## config.mk

```make
export PLATFORM = sky130hd
export DESIGN_NAME = particle_mem_arbiter
export DESIGN_NICKNAME = d
export VERILOG_FILES = /design/src/rtl/sim_pkg.sv /design/src/rtl/mem_tag_pipe.sv /design/src/rtl/particle_mem_arbiter.sv
export SDC_FILE = /design/constraint.sdc
export NUM_CORES = 1
export LEC_CHECK = 0
export ABC_AREA = 1
export BUFFER_PORTS_ARGS = -buffer_cell sky130_fd_sc_hd__buf_2
export CORE_MARGIN = 8
export CORE_UTILIZATION = 48
export DETAILED_ROUTE_END_ITERATION = 10
export HOLD_SLACK_MARGIN = 0.12
export PLACE_DENSITY = 0.79
export REMOVE_ABC_BUFFERS = 1
export SLEW_MARGIN = 20
export SYNTH_ARGS = -nofsm -noshare
export SYNTH_HDL_FRONTEND = slang
export SYNTH_SLANG_ARGS = --single-unit
```

## constraint.sdc

```tcl
create_clock -name clk_in -period 1.4 [get_ports clk_in]
set_input_delay 0.14 -clock clk_in [delete_from_list [all_inputs] [get_ports clk_in]]
set_output_delay 0.14 -clock clk_in [all_outputs]
set_load 0.005 [all_outputs]
```

## src/rtl/sim_pkg.sv

```systemverilog
// rtl/sim_pkg.sv - shared requester ids and RAM latency helper for the particle memory path
package sim_pkg;

  typedef enum logic [1:0] {REQ_W, REQ_R0, REQ_R1} req_id_e;

  function automatic int rd_latency(input string perf);
    return (perf == "LOW_LATENCY") ? 1 : 2;
  endfunction

endpackage

```

## src/rtl/mem_tag_pipe.sv

```systemverilog
// rtl/mem_tag_pipe.sv - shift register of {valid, id} tags that follows each access down the BRAM pipeline
module mem_tag_pipe
  import sim_pkg::*;
#(
  parameter int  DEPTH = 3,
  parameter type id_t  = req_id_e
) (
  input  logic clk_in,
  input  logic rst,
  input  logic in_valid,
  input  id_t  in_id,
  output logic out_valid,
  output id_t  out_id
);

  logic [DEPTH-1:0] valid_q;
  id_t              id_q [DEPTH];

  always_ff @(posedge clk_in or posedge rst) begin
    if (rst) begin
      valid_q <= '0;
      for (int i = 0; i < DEPTH; i++) id_q[i] <= id_t'(0);
    end else begin
      for (int i = DEPTH - 1; i > 0; i--) begin
        valid_q[i] <= valid_q[i-1];
        id_q[i]    <= id_q[i-1];
      end
      valid_q[0] <= in_valid;
      id_q[0]    <= in_id;
    end
  end

  assign out_valid = valid_q[DEPTH-1];
  assign out_id    = id_q[DEPTH-1];

endmodule

```

## src/rtl/particle_mem_arbiter.sv

```systemverilog
// rtl/particle_mem_arbiter.sv - single-port particle BRAM arbiter for updater write-back, reader and renderer
module particle_mem_arbiter
  import sim_pkg::*;
#(
  parameter int    ADDR_WIDTH      = 2,
  parameter int    DATA_WIDTH      = 16,
  parameter string RAM_PERFORMANCE = "HIGH_PERFORMANCE",
  parameter int    MAX_WR_BURST    = 4
) (
  input  logic                  clk_in,
  input  logic                  rst,
  input  logic                  w_req,
  input  logic [ADDR_WIDTH-1:0] w_addr,
  input  logic [DATA_WIDTH-1:0] w_data,
  output logic                  w_gnt,
  input  logic                  r0_req,
  input  logic [ADDR_WIDTH-1:0] r0_addr,
  output logic                  r0_gnt,
  output logic [DATA_WIDTH-1:0] r0_rdata,
  output logic                  r0_rvalid,
  input  logic                  r1_req,
  input  logic [ADDR_WIDTH-1:0] r1_addr,
  output logic                  r1_gnt,
  output logic [DATA_WIDTH-1:0] r1_rdata,
  output logic                  r1_rvalid,
  output logic [ADDR_WIDTH-1:0] mem_addr,
  output logic [DATA_WIDTH-1:0] mem_din,
  output logic                  mem_we,
  output logic                  mem_en,
  input  logic [DATA_WIDTH-1:0] mem_dout
);

  localparam int RD_LAT = rd_latency(RAM_PERFORMANCE);
  localparam int BW     = $clog2(MAX_WR_BURST + 1);

  req_id_e         rr_ptr;
  logic [BW-1:0]   wr_burst;
  logic            any_rd, force_rd, pick_r0, rd_gnt;
  logic            tag_valid;
  req_id_e         tag_id;
  req_id_e         push_id;
  logic [DATA_WIDTH-1:0] r0_hold, r1_hold;

  // A full write burst yields exactly one slot to a waiting reader.
  always_comb begin
    any_rd   = r0_req | r1_req;
    force_rd = (wr_burst == BW'(MAX_WR_BURST)) && any_rd;
    pick_r0  = r0_req && ((rr_ptr == REQ_R0) || !r1_req);
    w_gnt    = !rst && w_req && !force_rd;
    r0_gnt   = !rst && any_rd && !w_gnt && pick_r0;
    r1_gnt   = !rst && any_rd && !w_gnt && !pick_r0;
    rd_gnt   = r0_gnt | r1_gnt;
    push_id  = r0_gnt ? REQ_R0 : (r1_gnt ? REQ_R1 : REQ_W);
  end

  always_ff @(posedge clk_in or posedge rst) begin
    if (rst) begin
      rr_ptr   <= REQ_R0;
      wr_burst <= '0;
      mem_en   <= 1'b0;
      mem_we   <= 1'b0;
      mem_addr <= '0;
      mem_din  <= '0;
    end else begin
      if (r0_gnt)      rr_ptr <= REQ_R1;
      else if (r1_gnt) rr_ptr <= REQ_R0;

      if (rd_gnt || !any_rd)
        wr_burst <= '0;
      else if (w_gnt && (wr_burst != BW'(MAX_WR_BURST)))
        wr_burst <= wr_burst + BW'(1);

      mem_en <= w_gnt | rd_gnt;
      mem_we <= w_gnt;
      if (w_gnt) begin
        mem_addr <= w_addr;
        mem_din  <= w_data;
      end else if (r0_gnt) begin
        mem_addr <= r0_addr;
      end else if (r1_gnt) begin
        mem_addr <= r1_addr;
      end
    end
  end

  mem_tag_pipe #(
    .DEPTH (1 + RD_LAT),
    .id_t  (req_id_e)
  ) u_tag_pipe (
    .clk_in    (clk_in),
    .rst       (rst),
    .in_valid  (rd_gnt),
    .in_id     (push_id),
    .out_valid (tag_valid),
    .out_id    (tag_id)
  );

  // Return data bypasses straight from the RAM on the pulse and is held afterwards.
  assign r0_rvalid = tag_valid && (tag_id == REQ_R0);
  assign r1_rvalid = tag_valid && (tag_id == REQ_R1);
  assign r0_rdata  = r0_rvalid ? mem_dout : r0_hold;
  assign r1_rdata  = r1_rvalid ? mem_dout : r1_hold;

  always_ff @(posedge clk_in or posedge rst) begin
    if (rst) begin
      r0_hold <= '0;
      r1_hold <= '0;
    end else begin
      if (r0_rvalid) r0_hold <= mem_dout;
      if (r1_rvalid) r1_hold <= mem_dout;
    end
  end

endmodule

```

# Word-level counts from Yosys, hierarchy flattened
# Index checks and enable logic that the tools add are counted.
# op_classes
add_sub_neg,1
bitwise_logic,3
n_reduce_logical,22
eq_ne,5
muxes,11
# op_table
cell,n
2-to-1 mux 16 bit,2
2-to-1 mux 2 bit,7
logical AND 1 bit,11
logical NOT 1 bit,6
2-to-1 mux 3 bit,2
"== test 2 x 1 -> 1 bit, second input constant",2
nonzero test 2 bit,2
"adder 3 x 1 -> 3 bit, second input constant",1
"== test 3 bit, second input constant",1
"!= test 3 bit, second input constant",1
bitwise OR 1 bit,3
nonzero test 3 bit,1
"== test 2 bit, second input constant",1
logical OR 1 bit,2
# word_totals
input_bits,43
word_cells,54
output_inout_bits,57
ff_bits,66

# Depth between registers and ports, before layout
# Gate-level depths: netlist of run 1.
# logic_depth
word_depth,10
mapped_depth,10
depth_no_buf,10

# Hierarchy
# Synthesis of run 1 repeated with hierarchy kept, for this count alone.
# hier_totals
cells_unflattened,270
area_unflattened_um2,2613.8
# by_module_without_submodules
mod,area_per_inst_um2,cells_per_inst,n_inst,seq_area_each_um2
particle_mem_arbiter,2369.8,258,1,1427.6
mem_tag_pipe,244.0,12,1,225.2

# Least setup slack after synthesis of run 1
# OpenSTA, ideal clock, no wires.
# synth_path
kind,input -> register
startpoint,input port rst
endpoint,register mem_addr[0]
slack_ps,-267
required_time_ps,1284
arrival_time_ps,1551
setup_ps,116
n_path_buf,0
path_stages,8
path_cell_list,inv_2 nand2_4 nor2_8 nor2_8 nand3_1 nand3_1 nand2_1 nand2_1
# synth_via
elab_chain_cells,8
word_cells_on_any_way,11
classes_between,mux (2); reduce/logical (9)
# synth_lines
item,line_no,text
"start, declared",particle_mem_arbiter.sv:11,"input logic rst,"
logical NOT 1 bit (no line) *,n/a,
logical AND 1 bit (2 in series),particle_mem_arbiter.sv:49,w_gnt = !rst && w_req && !force_rd;
logical NOT 1 bit,"particle_mem_arbiter.sv:50, particle_mem_arbiter.sv:51",
logical AND 1 bit,"particle_mem_arbiter.sv:50, particle_mem_arbiter.sv:51",
logical AND 1 bit,particle_mem_arbiter.sv:50,r0_gnt = !rst && any_rd && !w_gnt && pick_r0;
2-to-1 mux 2 bit,particle_mem_arbiter.sv:78,end else if (r0_gnt) begin
2-to-1 mux 2 bit,particle_mem_arbiter.sv:75,if (w_gnt) begin
"end signal, assigned",particle_mem_arbiter.sv:76,mem_addr <= w_addr;
"end signal, assigned",particle_mem_arbiter.sv:79,mem_addr <= r0_addr;
"end signal, assigned",particle_mem_arbiter.sv:81,mem_addr <= r1_addr;
"end, declared",particle_mem_arbiter.sv:26,"output logic [ADDR_WIDTH-1:0] mem_addr,"
# Every way passes the cells marked *; elsewhere a longest branch is shown, timed or not.
# A chain may end at the register's enable or synchronous reset.

# Final worst setup path of run 1
# layout_path
startpoint,register u_tag_pipe.id_q (netlist bit u_tag_pipe.out_id[0])
endpoint,output port r1_rdata[10]
# layout_via
elab_chain_cells,3
# layout_lines
item,line_no,text
"start, declared",mem_tag_pipe.sv:17,id_t id_q [DEPTH];
"start signal, assigned by index",mem_tag_pipe.sv:26,id_q[i] <= id_q[i-1];
== test 2 bit,particle_mem_arbiter.sv:100,assign r1_rvalid = tag_valid && (tag_id == REQ_R1);
logical AND 1 bit,particle_mem_arbiter.sv:100,
2-to-1 mux 16 bit,particle_mem_arbiter.sv:102,assign r1_rdata = r1_rvalid ? mem_dout : r1_hold;
"end, declared",particle_mem_arbiter.sv:24,"output logic [DATA_WIDTH-1:0] r1_rdata,"
# Every way passes these cells.

==> impl_metrics.tcl, run 1 <==
set metrics [dict create \
    status "finished with violations" \
    violations "setup timing" \
    cp.required_ps 1260 \
    initial_core_util_pct 50.2 \
    hold_slack_ps 178 \
    drt_wl_total_mm 8.55 \
    detail-route-antenna-nets 0 \
    place_ws_ps -68.7 \
    hold_class "primary input to flop" \
    dp_hpwl_mm 4.46 \
    drv_cap 0 \
    synth_seq_cells 66 \
    worst_pin_slew_ps 556 \
    final_layout_size_suffix_gt1_share_pct 53.8 \
    critical_path_class "flop to output port" \
    io_pins 100 \
    ys_warn_count 0 \
    rsz0062_at_grt "true" \
    clk_pin_slew_ps 70 \
    yosys.cell_types.count 22 \
    fin_nets 475 \
    grt_overflow_total 0 \
    ir_worst_vdd_mv 0.768 \
    power_leakage_nw 2.30 \
    cp.arrival_ps 1500 \
    drv_slew 0 \
    viasPerCell 4.87 \
    areaGrowthSynthToFinish_pct 66.6 \
    crit_fanout 28 \
    diodes 0 \
    grt_pass1_vias 2610 \
    die_h_um 89.5 \
    avgSynthCellArea_um2 9.72 \
    cts.path.max_buffers 2 \
    htree_levels 3 \
    clock.fmax_mhz 609 \
    period_needed_ps 1640 \
    place_inst 435 \
    numCtsBuffers 9 \
    cts_root_buf "clkbuf_8" \
    gp_routability_congestion 0.777 \
    grt_pass1_wl_mm 12.3 \
    final_common_cell "buf_2" \
    skew_ps 4.59 \
    slew_headroom_pct 62.9 \
    antenna_found_initial 0 \
    powerDensity_nw_per_um2 1300 \
    synth_area_um2 2590 \
    grt_use_total_pct 20.2 \
    cts_tree "built" \
    clkSinkCount 66 \
    drt_iter0_markers 85 \
    fin_cells 505 \
    drc_errors 0 \
    vias 2457 \
    wl_per_cell_um 16.9 \
    core_area_um2 5170 \
    period_share_pct 117 \
    dieWidth_um 89.5 \
    cp-start-kind "flop" \
    cp-end-kind "output port" \
    rows 26 \
    clk_latency_ps 330 \
    hold_viol 0 \
    fin_ws_ps -242 \
    die_area_um2 8010 \
    grt_start_max_net_pins 64 \
    ys_seq_area_share_pct 63.7 \
    port_buffers 99 \
    postSynthCellCount 267 \
    setup-violations-final 53 \
    final_core_util_pct 83.6 \
    mostFrequentLayoutCells "97 x buf_2, 65 x dfrtp_1, 58 x nand2_1" \
    drt_pass1_iterations 4 \
]
==> area by class of cell <==
class                      instances  area [um2]
clock buffer                      16         180
inverter                          32         128
sequential                        66        1650
timing repair buffer             161        1150
tap                               70        87.6
multi-input combinational        160        1120
fill                             254         848
==> worst max-delay path, stage by stage, from the launching register on <==
cell and delay (ps):
dfrtp_1 400, nor3_4 210, inv_2 80, buf_12 170, o21ai_4 150, buf_2 140
==> final timing paths <==
| check | from | endpoint | slack [ps] | depth (start not counted) |
|---|---|---|---|---|
| min | r1_addr[0] | mem_addr[0] | 180 | 5 |
| min in group asynchronous | rst | mem_en | 320 | 3 |
| min reg2reg | u_tag_pipe.valid_q[0] | u_tag_pipe.valid_q[1] | 350 | 0 |
| max | u_tag_pipe.out_id[0] | r1_rdata[10] | -240 | 5 |
| max reg2reg | wr_burst[0] | mem_din[1] | -170 | 10 |
| max in group asynchronous | rst | r0_hold[3] | 310 | 4 |
==> cells in the mapped netlist (all sizes together) <==
cell | number | share of area (%)
nand3 | 7 | 1.3
dfstp | 1 | 1.0
dfrtp | 65 | 63
buf | 6 | 1.7
o21ai | 40 | 8.1
a21oi | 2 | 0.39
clkbuf | 3 | 0.43
inv | 32 | 4.6
xor2 | 1 | 0.34
ha | 2 | 0.96
nand2 | 97 | 15
nor3 | 2 | 0.77
nor2 | 9 | 2.7
==> cells by family (layout without fill, tap and decap cells) <==
kind of cell             after synthesis  in the layout  synth area share (%)
flip-flops                            66             66                  63.7
adder cells (fa/ha/maj)                2              2                 0.964
XOR/XNOR                               1              1                 0.338
AND/OR/NAND/NOR                      115            115                  19.7
buffers and inverters                 41            209                  6.80
AO/OA/AOI/OAI                         42             42                  8.53
==> repair_timing <==
action | CTS | global route
gates resized for setup | 68 | 73
endpoints found under the hold margin | 52 | 0
buffers inserted | 12 | 8
endpoints found under the setup margin | 37 | 119
hold buffers | 35 | 0
gates cloned | 0 | 0
pin swaps | 7 | 26
==> power breakdown <==
group	internal (mW)	switching [mW]	leakage, nW	total [mW]
combinational	0.800	0.889	1.40	1.69
clock	0.793	0.664	0.0910	1.46
sequential	2.32	0.169	0.808	2.49
==> state kept, by name, summed over array words and instances, names as in the netlist <==
signal              flops
u_tag_pipe.id_q         4
mem_we                  1
u_tag_pipe.out_id       2
r0_hold                16
u_tag_pipe.valid_q      3
wr_burst                3
mem_en                  1
rr_ptr                  2
mem_addr                2
mem_din                16
r1_hold                16
==> per-layer routing <==
layer | vias up | global-route usage, % | wire length [um]
met5 | - | 0 | 0
met4 | 0 | 9.97 | 182
met3 | 22 | 5.79 | 738
met2 | 116 | 33.7 | 4370
met1 | 1165 | 23.2 | 3250
li1 | 1154 | - | -
==> per-stage QoR <==
step	power [mW]	instance area, um2	TNS (ps)
final	5.64	4320	-8020
after floorplan	3.02	2540	-9110
after detailed placement	3.66	3210	-147
after CTS	5.38	4000	-6430
after global placement	3.60	3210	0
after global routing	5.96	4320	-12500
(Power assumes the default switching activity.)
==> inputs of run 2 (changes only) <==
--- a/config.mk
+++ b/config.mk
@@ -8,10 +8,10 @@
 export ABC_AREA = 1
 export BUFFER_PORTS_ARGS = -buffer_cell sky130_fd_sc_hd__buf_2
 export CORE_MARGIN = 8
-export CORE_UTILIZATION = 48
+export CORE_UTILIZATION = 45
 export DETAILED_ROUTE_END_ITERATION = 10
 export HOLD_SLACK_MARGIN = 0.12
-export PLACE_DENSITY = 0.79
+export PLACE_DENSITY = 0.74
 export REMOVE_ABC_BUFFERS = 1
 export SLEW_MARGIN = 20
 export SYNTH_ARGS = -nofsm -noshare
==> run 2 against run 1 <==
  * The flow still finishes with violations (setup timing)
  * Clock power decreased by 5%
  * Cell count decreased by 0.40%
  * Via count decreased by 5.0%
  * First-iteration DRC count decreased by 29%
  * Maximum frequency decreased by 0.83%
  * Die area increased by 5.5%
  * Non-clock buffer count decreased by 3
  * Global-route usage decreased by 3.2 points
  * Worst setup slack got worse by 14 ps
  * Routed wire length decreased by 15%
  * Power decreased by 4.1%
  * Design area decreased by 4.0%
  * Critical endpoint is now r1_rdata[14]
  * Largest power group unchanged
==> impl_metrics.tcl, run 2 (synthesis gave the netlist of run 1 again) <==
set metrics [dict create \
    seq_power_share_pct 45.6 \
    tns_ps -7040 \
    initial_core_util_pct 46.8 \
    period_share_pct 118 \
    cts.path.max_buffers 2 \
    dp_hpwl_mm 4.51 \
    status "finished with violations" \
    drt_iter0_markers 60 \
    io_pins 100 \
    areaGrowthSynthToFinish_pct 59.9 \
    cp.arrival_ps 1520 \
    path_buf_inv 4 \
    ir_worst_vdd_mv 0.656 \
    dieWidth_um 91.9 \
    violations "setup timing" \
    fillers 375 \
    numCtsBuffers 9 \
    clockPowerShare_pct 25.6 \
    multiInputGateArea_um2 1010 \
    mostFrequentLayoutCells "97 x buf_2, 73 x nand2_1, 65 x dfrtp_1" \
    fin_cells 503 \
    period_needed_ps 1660 \
    grt_start_max_net_pins 43 \
    gp_routability_congestion 0.753 \
    critical_path_class "flop to output port" \
    swShare_pct 29.5 \
    drc_errors 0 \
    worst_pin_slew_ps 507 \
    rows 27 \
    antenna_found_initial 0 \
    port_buffers 99 \
    powerDensity_nw_per_um2 1300 \
    drv_cap 0 \
    hold_class "primary input to flop" \
    clkSinkCount 66 \
    htree_levels 3 \
    power_leakage_nw 2.23 \
    crit_fanout 28 \
    cts_root_buf "clkbuf_8" \
    hold_viol 0 \
    cp-start-kind "flop" \
    die_area_um2 8450 \
    grt_pass1_vias 2460 \
    grt_pass1_wl_mm 11.6 \
    cp-end-kind "output port" \
    vias 2334 \
    grt_overflow_total 0 \
    diodes 0 \
    fin_nets 472 \
    drt_wl_total_mm 7.28 \
    p_int_mw 3.81 \
    cts_tree "built" \
    skew_ps 9.31 \
    rsz0062_at_grt "true" \
    pwr-share-comb_pct 28.9 \
    wl_per_cell_um 14.5 \
    setup-violations-final 46 \
    top_regs "mem_din x16, r0_hold x16, r1_hold x16" \
    grt_use_total_pct 16.9 \
    clk_pin_slew_ps 70 \
    fin_ws_ps -256 \
    cp_slowest_cell "dfrtp_1" \
    clk_latency_ps 330 \
    drt_pass1_iterations 6 \
    viasPerCell 4.64 \
    cp_slowest_stage_delay_ps 360 \
    core_area_um2 5540 \
    die_h_um 91.9 \
    final_layout_size_suffix_gt1_share_pct 47.8 \
    p_total_mw 5.41 \
    p_sw_mw 1.60 \
    clock.fmax_mhz 604 \
    seqCellArea_um2 1650 \
    place_ws_ps -52.5 \
    detail-route-antenna-nets 0 \
    cp.required_ps 1260 \
    final_core_util_pct 74.9 \
    path_delay_family "buffers and inverters" \
    drv_slew 0 \
    place_inst 443 \
    slew_headroom_pct 66.2 \
    final_common_cell "buf_2" \
    path_cells "inv_1, nor3_2, inv_2, buf_12, o21ai_2, buf_2" \
]
[run 2: cell count changes in the layout (fill, tap and decap cells not counted), moves of 3 or more]
cell	before	now
nand2_1	58	73
nand2_4	13	5
buf_12	6	3
o21ai_1	2	13
nand2_2	26	19
o21ai_4	5	8
dlygate4sd3_1	35	32
o21ai_2	30	16
[run 2: final timing paths]
kind	depth (start not counted)	from	slack, ps	to
max reg2reg	9	wr_burst[1]	-80	mem_din[3]
min in group asynchronous	4	rst	580	mem_din[5]
max	6	u_tag_pipe.valid_q[2]	-260	r1_rdata[14]
max in group asynchronous	4	rst	380	rr_ptr[0]
min	3	mem_dout[3]	130	r0_hold[3]
min reg2reg	0	u_tag_pipe.valid_q[0]	350	u_tag_pipe.valid_q[1]
[run 2: power groups by stage]
stage	Sequential (mW)	Clock (mW)	Combinational, mW
finish	2.46	1.38	1.56
global route	2.50	1.50	1.73
CTS	2.45	1.42	1.43
detailed placement	2.48	0	1.19
global placement	2.47	0	1.16
floorplan	2.46	0	0.554
[run 2: metal layers]
layer	up-vias	GRT usage [%]	share of wire, %
li1	1148	-	-
met1	1085	19.7	39
met2	92	28.7	52
met3	9	5.22	7.8
met4	0	6.44	1.1
met5	-	0	0
[run 2: area by class of cell]
| class | count | area share [%] |
|---|---|---|
| Tap cell | 72 | 2.17 |
| Timing Repair Buffer | 158 | 26.6 |
| Clock buffer | 13 | 3.83 |
| Clock inverter | 2 | 0.301 |
| Inverter | 32 | 3.01 |
| Sequential cell | 66 | 39.8 |
| Multi-Input combinational cell | 160 | 24.3 |
[run 2: repair_timing]
item                       CTS  global route
hold endpoints to repair   105             0
cloned                       0             0
setup endpoints to repair   54            42
pin swaps                    7             9
resized for setup           63            36
setup buffers                6            10
hold buffers                32             0
[run 2: worst reg2reg max path, delay by kind of cell (launching register included)]
kind                       cells  cell delay [ps]
buffers and inverters          4              480
adders and majority gates      1              140
DFF                            1              390
AOI/OAI and AO/OA              1              210
and+or+nand+nor                3              160
[run 2: per-stage QoR]
step | instance area (um2) | hold WS [ps]
detailed placement | 3250 | 337
global placement | 3250 | 332
floorplan | 2540 | 250
finish | 4150 | 135
CTS | 3960 | 122
global route | 4150 | 137
